## src/rtl/alu_pkg.sv

```systemverilog
// Shared definitions for the sequential ALU: opcodes, FSM states
// and condition-code bit positions.
package alu_pkg;

  typedef enum logic [2:0] {
    OP_ADD   = 3'd0,
    OP_SUB   = 3'd1,
    OP_SHL1  = 3'd2,
    OP_SHR1  = 3'd3,
    OP_PASSA = 3'd4,
    OP_PASSB = 3'd5,
    OP_MAX   = 3'd6,
    OP_MUL   = 3'd7
  } op_e;

  typedef enum logic [1:0] {
    ST_IDLE = 2'd0,
    ST_BUSY = 2'd1,
    ST_DONE = 2'd2
  } state_e;

  localparam int CC_N = 3;
  localparam int CC_Z = 2;
  localparam int CC_C = 1;
  localparam int CC_V = 0;

endpackage

```

## src/rtl/alu_mul_iter.sv

```systemverilog
// Iterative shift-add unsigned multiplier, one partial product per cycle.
// The start edge already folds in bit 0, so WIDTH edges in total are used.
module alu_mul_iter
  import alu_pkg::*;
#(
  parameter int WIDTH = 8
) (
  input  logic               clk,
  input  logic               rst,
  input  logic               start_i,
  input  logic [WIDTH-1:0]   a_i,
  input  logic [WIDTH-1:0]   b_i,
  output logic               done_o,
  output logic [2*WIDTH-1:0] product_o
);

  localparam int CW = $clog2(WIDTH + 1);
  localparam logic [CW-1:0] LAST = CW'(WIDTH - 1);

  logic [2*WIDTH-1:0] acc_q;
  logic [2*WIDTH-1:0] mcand_q;
  logic [WIDTH-1:0]   mplier_q;
  logic [CW-1:0]      cnt_q;
  logic               run_q;
  logic [2*WIDTH-1:0] part;

  assign part = mplier_q[0] ? mcand_q : '0;

  always_ff @(posedge clk or posedge rst) begin
    if (rst) begin
      acc_q    <= '0;
      mcand_q  <= '0;
      mplier_q <= '0;
      cnt_q    <= '0;
      run_q    <= 1'b0;
    end else if (start_i) begin
      acc_q    <= b_i[0] ? {{WIDTH{1'b0}}, a_i} : '0;
      mcand_q  <= {{(WIDTH-1){1'b0}}, a_i, 1'b0};
      mplier_q <= b_i >> 1;
      cnt_q    <= LAST;
      run_q    <= 1'b1;
    end else if (run_q) begin
      if (cnt_q != '0) begin
        acc_q    <= acc_q + part;
        mcand_q  <= mcand_q << 1;
        mplier_q <= mplier_q >> 1;
        cnt_q    <= cnt_q - CW'(1);
      end else begin
        run_q <= 1'b0;
      end
    end
  end

  assign done_o    = run_q && (cnt_q == '0);
  assign product_o = acc_q;

endmodule

```

## src/rtl/alu_seq.sv

```systemverilog
// Sequential ALU: single-cycle ops retire at the accept edge, MUL runs
// on the iterative multiplier; results held until the consumer takes them.
module alu_seq
  import alu_pkg::*;
#(
  parameter int WIDTH = 8
) (
  input  logic             clk,
  input  logic             rst,
  input  logic             in_valid,
  output logic             in_ready,
  input  logic [WIDTH-1:0] a,
  input  logic [WIDTH-1:0] b,
  input  logic [2:0]       op,
  output logic             out_valid,
  input  logic             out_ready,
  output logic [WIDTH-1:0] r,
  output logic [3:0]       cc,
  output logic             busy
);

  state_e             state_q, state_d;
  logic [WIDTH-1:0]   r_q, r_d;
  logic [3:0]         cc_q, cc_d;

  logic               mul_start;
  logic               mul_done;
  logic [2*WIDTH-1:0] mul_prod;

  logic [WIDTH:0]     sum;
  logic [WIDTH:0]     dif;
  logic [WIDTH-1:0]   alu_r;
  logic [3:0]         alu_cc;
  logic [WIDTH-1:0]   mul_r;
  logic [3:0]         mul_cc;
  logic               accept;

  assign in_ready = (state_q == ST_IDLE);
  assign accept   = in_valid && in_ready;

  assign sum = {1'b0, a} + {1'b0, b};
  assign dif = {1'b0, a} - {1'b0, b};

  always_comb begin
    alu_r  = '0;
    alu_cc = '0;
    unique case (op_e'(op))
      OP_ADD: begin
        alu_r        = sum[WIDTH-1:0];
        alu_cc[CC_C] = sum[WIDTH];
        alu_cc[CC_V] = (a[WIDTH-1] == b[WIDTH-1]) &&
                       (alu_r[WIDTH-1] != a[WIDTH-1]);
      end
      OP_SUB: begin
        alu_r        = dif[WIDTH-1:0];
        alu_cc[CC_C] = (a < b);
        alu_cc[CC_V] = (a[WIDTH-1] != b[WIDTH-1]) &&
                       (alu_r[WIDTH-1] != a[WIDTH-1]);
      end
      OP_SHL1: begin
        alu_r        = {a[WIDTH-2:0], 1'b0};
        alu_cc[CC_C] = a[WIDTH-1];
      end
      OP_SHR1: begin
        alu_r        = {1'b0, a[WIDTH-1:1]};
        alu_cc[CC_C] = a[0];
      end
      OP_PASSA: alu_r = a;
      OP_PASSB: alu_r = b;
      OP_MAX:   alu_r = (a >= b) ? a : b;
      OP_MUL:   alu_r = '0;
    endcase
    alu_cc[CC_N] = alu_r[WIDTH-1];
    alu_cc[CC_Z] = (alu_r == '0);
  end

  always_comb begin
    mul_r         = mul_prod[WIDTH-1:0];
    mul_cc        = '0;
    mul_cc[CC_N]  = mul_r[WIDTH-1];
    mul_cc[CC_Z]  = (mul_r == '0);
    mul_cc[CC_C]  = |mul_prod[2*WIDTH-1:WIDTH];
  end

  always_comb begin
    state_d   = state_q;
    r_d       = r_q;
    cc_d      = cc_q;
    mul_start = 1'b0;
    unique case (state_q)
      ST_IDLE: begin
        if (accept) begin
          if (op_e'(op) == OP_MUL) begin
            mul_start = 1'b1;
            state_d   = ST_BUSY;
          end else begin
            r_d     = alu_r;
            cc_d    = alu_cc;
            state_d = ST_DONE;
          end
        end
      end
      ST_BUSY: begin
        if (mul_done) begin
          r_d     = mul_r;
          cc_d    = mul_cc;
          state_d = ST_DONE;
        end
      end
      ST_DONE: begin
        if (out_ready) state_d = ST_IDLE;
      end
      default: state_d = ST_IDLE;
    endcase
  end

  always_ff @(posedge clk or posedge rst) begin
    if (rst) begin
      state_q <= ST_IDLE;
      r_q     <= '0;
      cc_q    <= '0;
    end else begin
      state_q <= state_d;
      r_q     <= r_d;
      cc_q    <= cc_d;
    end
  end

  alu_mul_iter #(
    .WIDTH(WIDTH)
  ) u_mul (
    .clk      (clk),
    .rst      (rst),
    .start_i  (mul_start),
    .a_i      (a),
    .b_i      (b),
    .done_o   (mul_done),
    .product_o(mul_prod)
  );

  assign out_valid = (state_q == ST_DONE);
  assign busy      = (state_q != ST_IDLE);
  assign r         = r_q;
  assign cc        = cc_q;

endmodule

```

## config.mk

```make
export PLATFORM = sky130hd
export DESIGN_NAME = alu_seq
export DESIGN_NICKNAME = d
export VERILOG_FILES = /design/src/rtl/alu_pkg.sv /design/src/rtl/alu_mul_iter.sv /design/src/rtl/alu_seq.sv
export SDC_FILE = /design/constraint.sdc
export NUM_CORES = 1
export LEC_CHECK = 0
export CAP_MARGIN = 20
export CORE_MARGIN = 2
export CORE_UTILIZATION = 30
export DETAILED_ROUTE_END_ITERATION = 10
export PLACE_DENSITY = 0.52
export SLEW_MARGIN = 20
export SYNTH_ARGS = -nofsm -noshare
export SYNTH_HDL_FRONTEND = slang
export SYNTH_HIERARCHICAL = 1
export SYNTH_SLANG_ARGS = --single-unit
export TNS_END_PERCENT = 30
```

## constraint.sdc

```tcl
create_clock -name clk -period 6.2 [get_ports clk]
set_input_delay 0.62 -clock clk [delete_from_list [all_inputs] [get_ports clk]]
set_output_delay 0.62 -clock clk [all_outputs]
set_load 0.03 [all_outputs]
```

==> results of run 1 <==
## flip-flops by register name, indices dropped and copies added, names as in the netlist
register         count
cc                   3
u_mul/mcand_q       15
r                    8
u_mul/cnt_q          4
u_mul/product_o     16
state_q              2
u_mul/mplier_q       7
u_mul/run_q          1
## power breakdown
part           total (mW)  internal (mW)  switching [mW]
Clock               0.295          0.162           0.134
Combinational       0.877          0.367           0.510
Sequential          0.661          0.511           0.151
Total                1.83           1.04           0.794
## kinds of logic after synthesis
logic type               share of synthesized area
flip-flops                                  0.2972
AO/OA/AOI/OAI                               0.2505
multiplexers                               0.05122
adder cells (fa/ha/maj)                    0.09501
XOR/XNOR                                   0.02229
buffers and inverters                      0.06449
AND/OR/NAND/NOR                             0.2192
## cell usage after synthesis, types with 7 or more instances
cell type and count:
nand2_1 63, dfrtp_1 56, a21oi_1 53, o21ai_0 37
ha_1 31, nor2_1 29, inv_1 28, mux2i_1 23
nand3_1 19, and2_1 15, nor3_1 13, clkbuf_1 12
buf_2 11, a21o_1 10, and3_1 9, nor2b_1 9
a31oi_1 8, nand2b_1 8, nand3b_1 8, a221oi_1 7
o21ai_1 7, o31ai_1 7, xnor2_1 7
## worst register-to-register path: stages (launching register included)
cell and delay [ps]:
dfrtp_1 680, and2_1 210, ha_1 200, inv_1 70, fa_1 420, nor2b_4 180, o31ai_4 90, a21oi_2 210
o21ai_2 80, nand2b_4 140, a2111o_1 360, nand3_1 70
## layer usage
layer  routed length, um  track usage  share of wire
met1                6859       0.2461           0.49
met2                6369       0.2771           0.46
met3                 382      0.01569          0.027
met4                 295      0.05627          0.021
met5                   0            0              0
## worst paths after layout
path	from	to	slack [ps]	cells past startpoint
worst max-delay path	b[0]	cc[2]	2810	10
worst min-delay path	r[0]	r[0]	490	1
worst max register to register	u_mul/mplier_q[0]	u_mul/product_o[13]	3430	11
worst min register to register	r[0]	r[0]	490	1
max in group asynchronous	rst	u_mul/mcand_q[15]	5000	3
min in group asynchronous	rst	state_q[0]	700	2
## layout make-up
class / count / area (um2) / area share
repair buffers: 41 / 400.4 / 0.07480
multi-input cells: 450 / 3024 / 0.5650
clock inverters: 1 / 7.507 / 0.001403
flip-flops and latches: 56 / 1401 / 0.2618
inverters: 30 / 112.6 / 0.02104
clock buffers: 7 / 142.6 / 0.02665
well taps: 211 / 264.0 / 0.04932
## per-stage QoR
stage	cells	hold WS [ps]	power, mW	worst slack [ps]	instance area (um2)
floorplan	570	481.9	1.274	3565	4715
global placement	788	467.7	1.534	2581	5202
detailed placement	788	478.4	1.552	2498	5202
CTS	796	495.0	1.851	2824	5353
global route	796	511.8	1.984	2569	5353
finish	796	486.0	1.833	2812	5353
==> metrics.txt, run 1 <==
# TYPE chip_impl_metric gauge
chip_impl_metric{name="worst_slew_pin_slew",unit="ps"} 957.2
chip_impl_metric{name="cts.htree.levels",unit=""} 2
chip_impl_info{name="worst_hold_path_type",value="flop to flop"} 1
chip_impl_metric{name="cts_max_path_buffers",unit=""} 2
chip_impl_metric{name="grt_overflow",unit=""} 0
chip_impl_metric{name="vias_in_the_first_global_route",unit=""} 4204
chip_impl_metric{name="drtAntennaViolNets",unit=""} 0
chip_impl_metric{name="fmaxAchievable",unit="MHz"} 295.1
chip_impl_metric{name="postLayoutCoreUtil",unit=""} 0.3508
chip_impl_metric{name="antenna_found_initial",unit=""} 0
chip_impl_metric{name="postCtsSetupBuffers",unit=""} 0
chip_impl_metric{name="portBuffers",unit=""} 37
chip_impl_metric{name="crit_arrival",unit="ps"} 3600
chip_impl_metric{name="postCtsResizedCells",unit=""} 0
chip_impl_metric{name="yosys_register_bits",unit=""} 56
chip_impl_info{name="cpMaxStageDelayCell",value="clkdlybuf4s50_1"} 1
chip_impl_metric{name="grt_usage",unit=""} 0.1730
chip_impl_metric{name="ys_seq_area_frac",unit=""} 0.2972
chip_impl_info{name="setup_repair_after_global_routing_missed_its_margin",value="false"} 1
chip_impl_metric{name="clock_sinks",unit=""} 56
chip_impl_metric{name="post_route_cells_drive_above_1_share",unit=""} 0.05299
chip_impl_metric{name="routed_wire_length",unit="um"} 13910
chip_impl_metric{name="max_cap_violations",unit=""} 0
chip_impl_metric{name="max_slew_margin",unit=""} 0.3598
chip_impl_info{name="synth_area_leaders",value="dfrtp_1, ha_1, a21oi_1"} 1
chip_impl_metric{name="detail_route.vias_per_cell",unit=""} 5.302
chip_impl_metric{name="post_synth.cell_area_avg",unit="um2"} 8.271
chip_impl_metric{name="synth_largest_type_area_fraction",unit=""} 0.2972
chip_impl_metric{name="number_of_design_rule_violations_left_by_the_first_detailed_router_iteration",unit=""} 288
chip_impl_metric{name="timing.final.hold_violations",unit=""} 0
chip_impl_metric{name="syn_to_final_growth",unit="%"} 13.53
chip_impl_metric{name="fin_crit",unit="ps"} 3388
chip_impl_metric{name="cpPeakStageDelay",unit="ps"} 660
chip_impl_metric{name="final_nets",unit=""} 641
chip_impl_metric{name="ffs_w_async_s_r_synth",unit=""} 1.000
chip_impl_metric{name="n_antenna_cell",unit=""} 0
chip_impl_metric{name="ys_warns",unit=""} 6
chip_impl_metric{name="routed_via_count",unit=""} 4220
chip_impl_metric{name="postSynthCellCount",unit=""} 570
chip_impl_metric{name="die_w",unit="um"} 129.4
chip_impl_metric{name="design.core.area",unit="um2"} 15260
chip_impl_info{name="worst_setup_path_end_kind",value="flop"} 1
chip_impl_metric{name="route.detailed.drc",unit=""} 0
chip_impl_metric{name="totalNegativeSetupSlack",unit="ps"} 0
chip_impl_metric{name="p_per_area",unit="nW/um2"} 342.5
chip_impl_metric{name="ys_types",unit=""} 75
chip_impl_metric{name="drt-wirelength-per-cell",unit="um"} 17.47
chip_impl_metric{name="die_area",unit="um2"} 16730
chip_impl_metric{name="pin_count",unit=""} 38
chip_impl_info{name="ctsRootBufferMaster",value="clkbuf_16"} 1
chip_impl_info{name="synth_top_cell_by_area",value="dfrtp_1"} 1
chip_impl_metric{name="critPathRequiredTime",unit="ps"} 6410
chip_impl_metric{name="setup-violations-final",unit=""} 0
chip_impl_metric{name="insertion_delay",unit="ps"} 300
chip_impl_metric{name="count_of_flip_flops_with_a_built_in_enable_after_synthesis",unit=""} 0
chip_impl_info{name="type_of_the_worst_setup_path",value="primary input to flop"} 1
chip_impl_metric{name="floorplan.die.height",unit="um"} 129.4
chip_impl_info{name="critical_path.startpoint_type",value="primary input"} 1
chip_impl_info{name="run_status",value="complete, no violations"} 1
chip_impl_metric{name="fin_crit_sh",unit=""} 0.5465
chip_impl_metric{name="clk_pin_slew_worst_paths",unit="ps"} 70
chip_impl_metric{name="vdd.ir_drop.worst",unit="V"} 0.0001260
chip_impl_metric{name="worst-path-max-fanout",unit=""} 12
chip_impl_metric{name="drv_slew",unit=""} 0
chip_impl_info{name="timing.critical_path.mode_cell",value="nor2_1"} 1
chip_impl_info{name="layout_commonest_cell",value="nand2_1"} 1
chip_impl_metric{name="gp_congestion",unit=""} 0.9279
chip_impl_info{name="synth-main-ff-cell",value="dfrtp_1"} 1
chip_impl_metric{name="grt_start_max_net_pins",unit=""} 53
chip_impl_metric{name="rows",unit=""} 45
chip_impl_metric{name="initial_utilization",unit=""} 0.3090
chip_impl_metric{name="grt_first_pass_wirelength",unit="um"} 22730
chip_impl_metric{name="cts_hold_buffers",unit=""} 0
chip_impl_info{name="cpLargestDelayFamily",value="compound AO/OA/AOI/OAI gates"} 1
chip_impl_metric{name="layout.filler_cells",unit=""} 1620
chip_impl_metric{name="leakagePower",unit="nW"} 2.328
chip_impl_metric{name="cts_made_buffers",unit=""} 5
chip_impl_info{name="most-common-layout-cells",value="nand2_1, dfrtp_1, a21oi_1"} 1
chip_impl_metric{name="drtPass1Iterations",unit=""} 4
chip_impl_metric{name="skew",unit="ps"} 5.011
chip_impl_metric{name="mappedNetlistArea",unit="um2"} 4715
chip_impl_metric{name="postSynthNetCount",unit=""} 627
chip_impl_info{name="cts_tree",value="built"} 1
chip_impl_metric{name="path_buf_inv",unit=""} 1
chip_impl_info{name="cp_cell_sequence",value="clkdlybuf4s50_1 -> ha_1 -> fa_1 -> nand3b_1 -> a31oi_1 -> nor2_1 -> a221oi_1 -> nor2_1 -> and3_1 -> o31ai_2"} 1
chip_impl_metric{name="detailedPlacementHpwl",unit="um"} 10170
(Power assumes the default switching activity.)
==> run 2: changes to the inputs <==
--- a/config.mk
+++ b/config.mk
@@ -9,7 +9,7 @@
 export CORE_MARGIN = 2
 export CORE_UTILIZATION = 30
 export DETAILED_ROUTE_END_ITERATION = 10
-export PLACE_DENSITY = 0.52
+export PLACE_DENSITY = 0.53
 export SLEW_MARGIN = 20
 export SYNTH_ARGS = -nofsm -noshare
 export SYNTH_HDL_FRONTEND = slang
==> constraint.sdc (replaced) <==
create_clock -name clk -period 2.8 [get_ports clk]
set_input_delay 0.28 -clock clk [delete_from_list [all_inputs] [get_ports clk]]
set_output_delay 0.28 -clock clk [all_outputs]
set_load 0.03 [all_outputs]
==> run 2 against run 1 <==
  * Global-route usage shrank 0.16 points
  * First-iteration DRC count decreased by 11%
  * Clock power rose by 120%
  * Final cell count is 7.9% higher
  * Wire length decreased by 0.36%
  * Count of clock-buffer cells in the layout decreased by 2
  * Critical endpoint unchanged
==> metrics.txt, run 2 (same netlist as run 1, synthesis figures left out) <==
# TYPE chip_impl_metric gauge
chip_impl_metric{name="clk_pin_slew_worst_paths",unit="ps"} 80
chip_impl_metric{name="fmaxAchievable",unit="MHz"} 369.2
chip_impl_metric{name="fin_crit_sh",unit=""} 0.9674
chip_impl_metric{name="grt_first_pass_wirelength",unit="um"} 22660
chip_impl_info{name="most-common-layout-cells",value="buf_4, nand2_1, dfrtp_1"} 1
chip_impl_metric{name="grt_usage",unit=""} 0.1714
chip_impl_metric{name="pin_count",unit=""} 38
chip_impl_metric{name="cts_hold_buffers",unit=""} 0
chip_impl_metric{name="final_nets",unit=""} 704
chip_impl_metric{name="max_slew_margin",unit=""} 0.5044
chip_impl_metric{name="detailedPlacementHpwl",unit="um"} 10990
chip_impl_metric{name="number_of_design_rule_violations_left_by_the_first_detailed_router_iteration",unit=""} 257
chip_impl_info{name="worst_reg2reg_path_startpoint",value="u_mul/mplier_q[0]"} 1
chip_impl_metric{name="drtAntennaViolNets",unit=""} 0
chip_impl_info{name="setup_repair_after_global_routing_missed_its_margin",value="true"} 1
chip_impl_metric{name="fin_crit",unit="ps"} 2709
chip_impl_metric{name="die_area",unit="um2"} 16730
chip_impl_metric{name="die_w",unit="um"} 129.4
chip_impl_metric{name="drt-wirelength-per-cell",unit="um"} 16.13
chip_impl_metric{name="post_route_cells_drive_above_1_share",unit=""} 0.1528
chip_impl_info{name="run_status",value="complete, no violations"} 1
chip_impl_metric{name="postLayoutCoreUtil",unit=""} 0.3848
chip_impl_metric{name="grt_overflow",unit=""} 0
chip_impl_metric{name="ff2ff_path_depth",unit=""} 10
chip_impl_metric{name="drv_slew",unit=""} 0
chip_impl_metric{name="critPathRequiredTime",unit="ps"} 3020
chip_impl_info{name="worst_setup_path_end_kind",value="flop"} 1
chip_impl_info{name="critical_path.startpoint_type",value="primary input"} 1
chip_impl_metric{name="cts.htree.levels",unit=""} 2
chip_impl_metric{name="setup-violations-final",unit=""} 0
chip_impl_metric{name="crit_arrival",unit="ps"} 2920
chip_impl_metric{name="clock_sinks",unit=""} 56
chip_impl_metric{name="antenna_found_initial",unit=""} 0
chip_impl_metric{name="vias_in_the_first_global_route",unit=""} 4418
chip_impl_info{name="layout_commonest_cell",value="buf_4"} 1
chip_impl_metric{name="n_antenna_cell",unit=""} 0
chip_impl_metric{name="postCtsSetupBuffers",unit=""} 0
chip_impl_metric{name="vdd.ir_drop.worst",unit="V"} 0.0003668
chip_impl_info{name="cts_tree",value="built"} 1
chip_impl_metric{name="insertion_delay",unit="ps"} 300
chip_impl_metric{name="cts_made_buffers",unit=""} 5
chip_impl_info{name="ctsRootBufferMaster",value="clkbuf_16"} 1
chip_impl_metric{name="portBuffers",unit=""} 37
chip_impl_info{name="worst_hold_path_type",value="primary input to async pin"} 1
chip_impl_metric{name="worst-path-max-fanout",unit=""} 6
chip_impl_metric{name="initial_utilization",unit=""} 0.3090
chip_impl_metric{name="detail_route.vias_per_cell",unit=""} 5.200
chip_impl_info{name="type_of_the_worst_setup_path",value="primary input to flop"} 1
chip_impl_metric{name="timing.final.hold_violations",unit=""} 0
chip_impl_metric{name="grt_start_max_net_pins",unit=""} 61
chip_impl_metric{name="skew",unit="ps"} 13.08
chip_impl_metric{name="syn_to_final_growth",unit="%"} 24.55
chip_impl_metric{name="leakagePower",unit="nW"} 2.643
chip_impl_metric{name="floorplan.die.height",unit="um"} 129.4
chip_impl_metric{name="routed_wire_length",unit="um"} 13860
chip_impl_metric{name="p_per_area",unit="nW/um2"} 718.1
chip_impl_metric{name="gp_congestion",unit=""} 0.9292
chip_impl_metric{name="power",unit="mW"} 4.217
chip_impl_metric{name="routed_via_count",unit=""} 4467
chip_impl_metric{name="ff2ff_setup_slack",unit="ps"} 230
chip_impl_metric{name="design.core.area",unit="um2"} 15260
chip_impl_metric{name="route.detailed.drc",unit=""} 0
chip_impl_metric{name="drtPass1Iterations",unit=""} 5
chip_impl_metric{name="worst_slew_pin_slew",unit="ps"} 738.8
chip_impl_metric{name="largest_register_ff_count",unit=""} 16
chip_impl_metric{name="rows",unit=""} 45
chip_impl_info{name="r2r-end",value="u_mul/product_o[15]"} 1
chip_impl_metric{name="cts_max_path_buffers",unit=""} 2
chip_impl_metric{name="whs",unit="ps"} 352.6
chip_impl_metric{name="max_cap_violations",unit=""} 0
[run 2: how the worst max path moves through the flow]
stage | slack, ps | start | to | depth (start not counted)
finish | 90 | a[0] | cc[2] | 11
floorplan | 350 | u_mul/mplier_q[0] | u_mul/product_o[13] | 12
global route | -10 | a[0] | r[2] | 12
detailed placement | -230 | a[0] | cc[2] | 11
CTS | 80 | a[0] | cc[2] | 11
global placement | -150 | a[0] | cc[2] | 11
[run 2: power breakdown]
group	switching, mW	internal, mW	total, mW
clock	0.311	0.339	0.649
combinational	1.19	0.947	2.14
sequential	0.297	1.13	1.43
[run 2: layer usage]
layer | GRT usage | wire, um
met1 | 0.2346 | 6706
met2 | 0.2839 | 6445
met3 | 0.01941 | 394
met4 | 0.05371 | 309
met5 | 0 | 0
[run 2: what timing repair did]
item | in CTS | in global routing
hold endpoints to repair | 0 | 0
endpoints found under the setup margin | 0 | 5
gates resized for setup | 0 | 4
[run 2: through the flow]
| stage | cell area, um2 | std cells | setup slack (ps) | TNS, ps |
|---|---|---|---|---|
| 6_report | 5872 | 859 | 91.19 | 0 |
| 5_1_grt | 5872 | 859 | -9.580 | -9.738 |
| 4_1_cts | 5852 | 859 | 76.25 | 0 |
| 3_5_place_dp | 5700 | 851 | -234.6 | -1391 |
| 3_3_place_gp | 5700 | 851 | -151.2 | -842.8 |
| 2_1_floorplan | 4715 | 570 | 346.4 | 0 |
[run 2: layout make-up]
class                      instances  area, um2
inverter                          30      112.6
timing repair buffer             104      898.4
clock buffer                       5      125.1
multi-input combinational        450       3044
tap                              211      264.0
fill                            1557       9387
sequential                        56       1401
clock inverter                     3      26.28
[run 2: worst max-delay path, stage by stage]
cell and delay (ps):
clkdlybuf4s50_1 520, inv_1 60, ha_1 220, fa_1 380, nand3b_1 240, a31o_2 280, nand3_2 140, mux2i_1 210
o211ai_1 120, nand4b_1 240, o31ai_2 230
==> run 3: changes to the inputs <==
--- a/config.mk
+++ b/config.mk
@@ -9,8 +9,9 @@
 export CORE_MARGIN = 2
 export CORE_UTILIZATION = 30
 export DETAILED_ROUTE_END_ITERATION = 10
-export PLACE_DENSITY = 0.53
-export SLEW_MARGIN = 20
+export DONT_BUFFER_PORTS = 1
+export PLACE_DENSITY = 0.5
+export SLEW_MARGIN = 15
 export SYNTH_ARGS = -nofsm -noshare
 export SYNTH_HDL_FRONTEND = slang
 export SYNTH_HIERARCHICAL = 1
==> run 3 against run 2 <==
  * Sequential share of layout area up 3.9 points
  * Via count fell by 5.6%
  * Global-route usage down 0.16 points
  * Power decreased by 7.9%
  * Worst setup slack gained 180 ps
  * Critical path depth did not move
  * Clock skew decreased by 6.7 ps
  * Critical endpoint is now u_mul/product_o[13]
  * Largest cell class unchanged
==> metrics.txt, run 3 (same netlist as run 1, synthesis figures left out) <==
# TYPE chip_impl_metric gauge
chip_impl_metric{name="timing.final.hold_violations",unit=""} 0
chip_impl_metric{name="routed_wire_length",unit="um"} 13840
chip_impl_metric{name="fin_crit",unit="ps"} 2530
chip_impl_metric{name="route.detailed.drc",unit=""} 0
chip_impl_metric{name="drtPass1Iterations",unit=""} 7
chip_impl_metric{name="cts_max_path_buffers",unit=""} 2
chip_impl_info{name="type_of_the_worst_setup_path",value="flop to flop"} 1
chip_impl_metric{name="largest_register_ff_count",unit=""} 16
chip_impl_metric{name="whs",unit="ps"} 82.19
chip_impl_metric{name="crit_arrival",unit="ps"} 2760
chip_impl_metric{name="fin_crit_sh",unit=""} 0.9036
chip_impl_metric{name="grt_first_pass_wirelength",unit="um"} 22370
chip_impl_metric{name="p_per_area",unit="nW/um2"} 767.2
chip_impl_metric{name="clock_sinks",unit=""} 56
chip_impl_info{name="hold_path.startpoint",value="out_ready"} 1
chip_impl_info{name="worst_setup_path_end_kind",value="flop"} 1
chip_impl_metric{name="antenna_found_initial",unit=""} 0
chip_impl_metric{name="gp_congestion",unit=""} 0.8664
chip_impl_metric{name="drtAntennaViolNets",unit=""} 0
chip_impl_metric{name="skew",unit="ps"} 6.377
chip_impl_metric{name="vdd.ir_drop.worst",unit="V"} 0.0003811
chip_impl_metric{name="leakagePower",unit="nW"} 2.220
chip_impl_info{name="run_status",value="complete, no violations"} 1
chip_impl_metric{name="grt_usage",unit=""} 0.1699
chip_impl_metric{name="max_slew_margin",unit=""} 0.4115
chip_impl_metric{name="worst-path-max-fanout",unit=""} 17
chip_impl_metric{name="pin_count",unit=""} 38
chip_impl_metric{name="grt_overflow",unit=""} 0
chip_impl_metric{name="detail_route.vias_per_cell",unit=""} 5.510
chip_impl_metric{name="number_of_design_rule_violations_left_by_the_first_detailed_router_iteration",unit=""} 352
chip_impl_metric{name="drv_slew",unit=""} 0
chip_impl_metric{name="power",unit="mW"} 3.882
chip_impl_metric{name="final_nets",unit=""} 610
chip_impl_metric{name="cts_made_buffers",unit=""} 5
chip_impl_metric{name="path_buf_inv",unit=""} 1
chip_impl_info{name="most-common-layout-cells",value="nand2_1, dfrtp_1, a21oi_1"} 1
chip_impl_metric{name="initial_utilization",unit=""} 0.3090
chip_impl_metric{name="ff2ff_path_depth",unit=""} 11
chip_impl_metric{name="totalNegativeSetupSlack",unit="ps"} 0
chip_impl_metric{name="setup-violations-final",unit=""} 0
chip_impl_metric{name="fmaxAchievable",unit="MHz"} 395.3
chip_impl_metric{name="cts.htree.levels",unit=""} 2
chip_impl_info{name="cp_cell_sequence",value="and2_1 -> ha_1 -> inv_1 -> fa_1 -> nor2b_4 -> o31ai_4 -> a21oi_2 -> o21ai_2 -> nand2b_4 -> a2111o_1 -> nand3_1"} 1
chip_impl_metric{name="routed_via_count",unit=""} 4215
chip_impl_metric{name="critPathRequiredTime",unit="ps"} 3030
chip_impl_metric{name="worst_slew_pin_slew",unit="ps"} 877.4
chip_impl_info{name="worst_reg2reg_path_startpoint",value="u_mul/mplier_q[0]"} 1
chip_impl_metric{name="design.core.area",unit="um2"} 15260
chip_impl_metric{name="rows",unit=""} 45
chip_impl_metric{name="die_area",unit="um2"} 16730
chip_impl_metric{name="ff2ff_setup_slack",unit="ps"} 270
chip_impl_info{name="layout_commonest_cell",value="nand2_1"} 1
chip_impl_metric{name="vias_in_the_first_global_route",unit=""} 4095
chip_impl_metric{name="timing.final.ws_setup",unit="ps"} 270.0
chip_impl_metric{name="detailedPlacementHpwl",unit="um"} 10490
chip_impl_metric{name="portBuffers",unit=""} 0
chip_impl_info{name="cpLargestDelayFamily",value="compound AO/OA/AOI/OAI gates"} 1
chip_impl_info{name="r2r-end",value="u_mul/product_o[13]"} 1
chip_impl_metric{name="n_antenna_cell",unit=""} 0
chip_impl_metric{name="postLayoutCoreUtil",unit=""} 0.3316
chip_impl_info{name="ctsRootBufferMaster",value="clkbuf_16"} 1
chip_impl_metric{name="floorplan.die.height",unit="um"} 129.4
chip_impl_metric{name="die_w",unit="um"} 129.4
chip_impl_info{name="critical_path.startpoint_type",value="flop"} 1
chip_impl_info{name="setup_repair_after_global_routing_missed_its_margin",value="false"} 1
chip_impl_info{name="worst_hold_path_type",value="primary input to flop"} 1
chip_impl_info{name="cts_tree",value="built"} 1
chip_impl_metric{name="post-place-ws",unit="ps"} 189.0
chip_impl_metric{name="post_route_cells_drive_above_1_share",unit=""} 0.06859
chip_impl_metric{name="insertion_delay",unit="ps"} 290
chip_impl_metric{name="cpPeakStageDelay",unit="ps"} 490
chip_impl_info{name="cpMaxStageDelayCell",value="dfrtp_2"} 1
chip_impl_metric{name="drt-wirelength-per-cell",unit="um"} 18.09
chip_impl_metric{name="grt_start_max_net_pins",unit=""} 45
chip_impl_metric{name="max_cap_violations",unit=""} 0
chip_impl_metric{name="hold_depth",unit=""} 1
chip_impl_metric{name="clk_pin_slew_worst_paths",unit="ps"} 70
chip_impl_metric{name="syn_to_final_growth",unit="%"} 7.325
chip_impl_info{name="min_delay_worst_endpoint",value="state_q[1]"} 1
[run 3: cell types whose count changed in the layout (fill, tap and decap cells not counted), sizes merged]
cell	previous run	this run
buf	67	9
clkdlybuf4s50	37	0
clkbuf	5	6
dlygate4sd3	0	1
inv	30	29
[run 3: repair_timing]
| action | 4_1_cts | 5_1_grt |
|---|---|---|
| endpoints found under the hold margin | 35 | 0 |
| buffers inserted | 0 | 0 |
| setup endpoints to repair | 0 | 3 |
| gates resized for setup | 0 | 1 |
| hold buffers | 1 | 0 |
[run 3: routing by layer]
layer / vias to the layer above / wire (um) / GRT usage
met2: 128 / 6279 / 0.2616
li1: 2018 / - / -
met1: 2057 / 6635 / 0.2446
met4: 0 / 223 / 0.04987
met3: 12 / 704 / 0.02808
met5: - / 0 / 0
[run 3: how the worst max path moves through the flow]
stage	cells after the start	startpoint	to
finish	11	u_mul/mplier_q[0]	u_mul/product_o[13]
detailed placement	10	a[0]	cc[2]
global route	10	u_mul/mplier_q[0]	u_mul/product_o[10]
CTS	11	u_mul/mplier_q[0]	u_mul/product_o[13]
global placement	11	u_mul/mplier_q[0]	u_mul/product_o[13]
floorplan	12	u_mul/mplier_q[0]	u_mul/product_o[13]
[run 3: per-stage QoR]
step	cells	instance area, um2
finish	765	5060
global route	765	5060
CTS	765	5059
detailed placement	756	4895
global placement	756	4895
floorplan	570	4715
[run 3: power by group]
part	internal [mW]	switching, mW
clock network	0.357	0.297
registers	1.13	0.482
logic	0.697	0.919
[run 3: layout make-up]
class	count	area (um2)
fillers	1613	10200
multi-input cells	450	3024
flip-flops and latches	56	1403
well taps	211	264.0
clock buffers	6	138.9
inverters	30	112.6
repair buffers	10	102.6
clock inverters	2	15.01
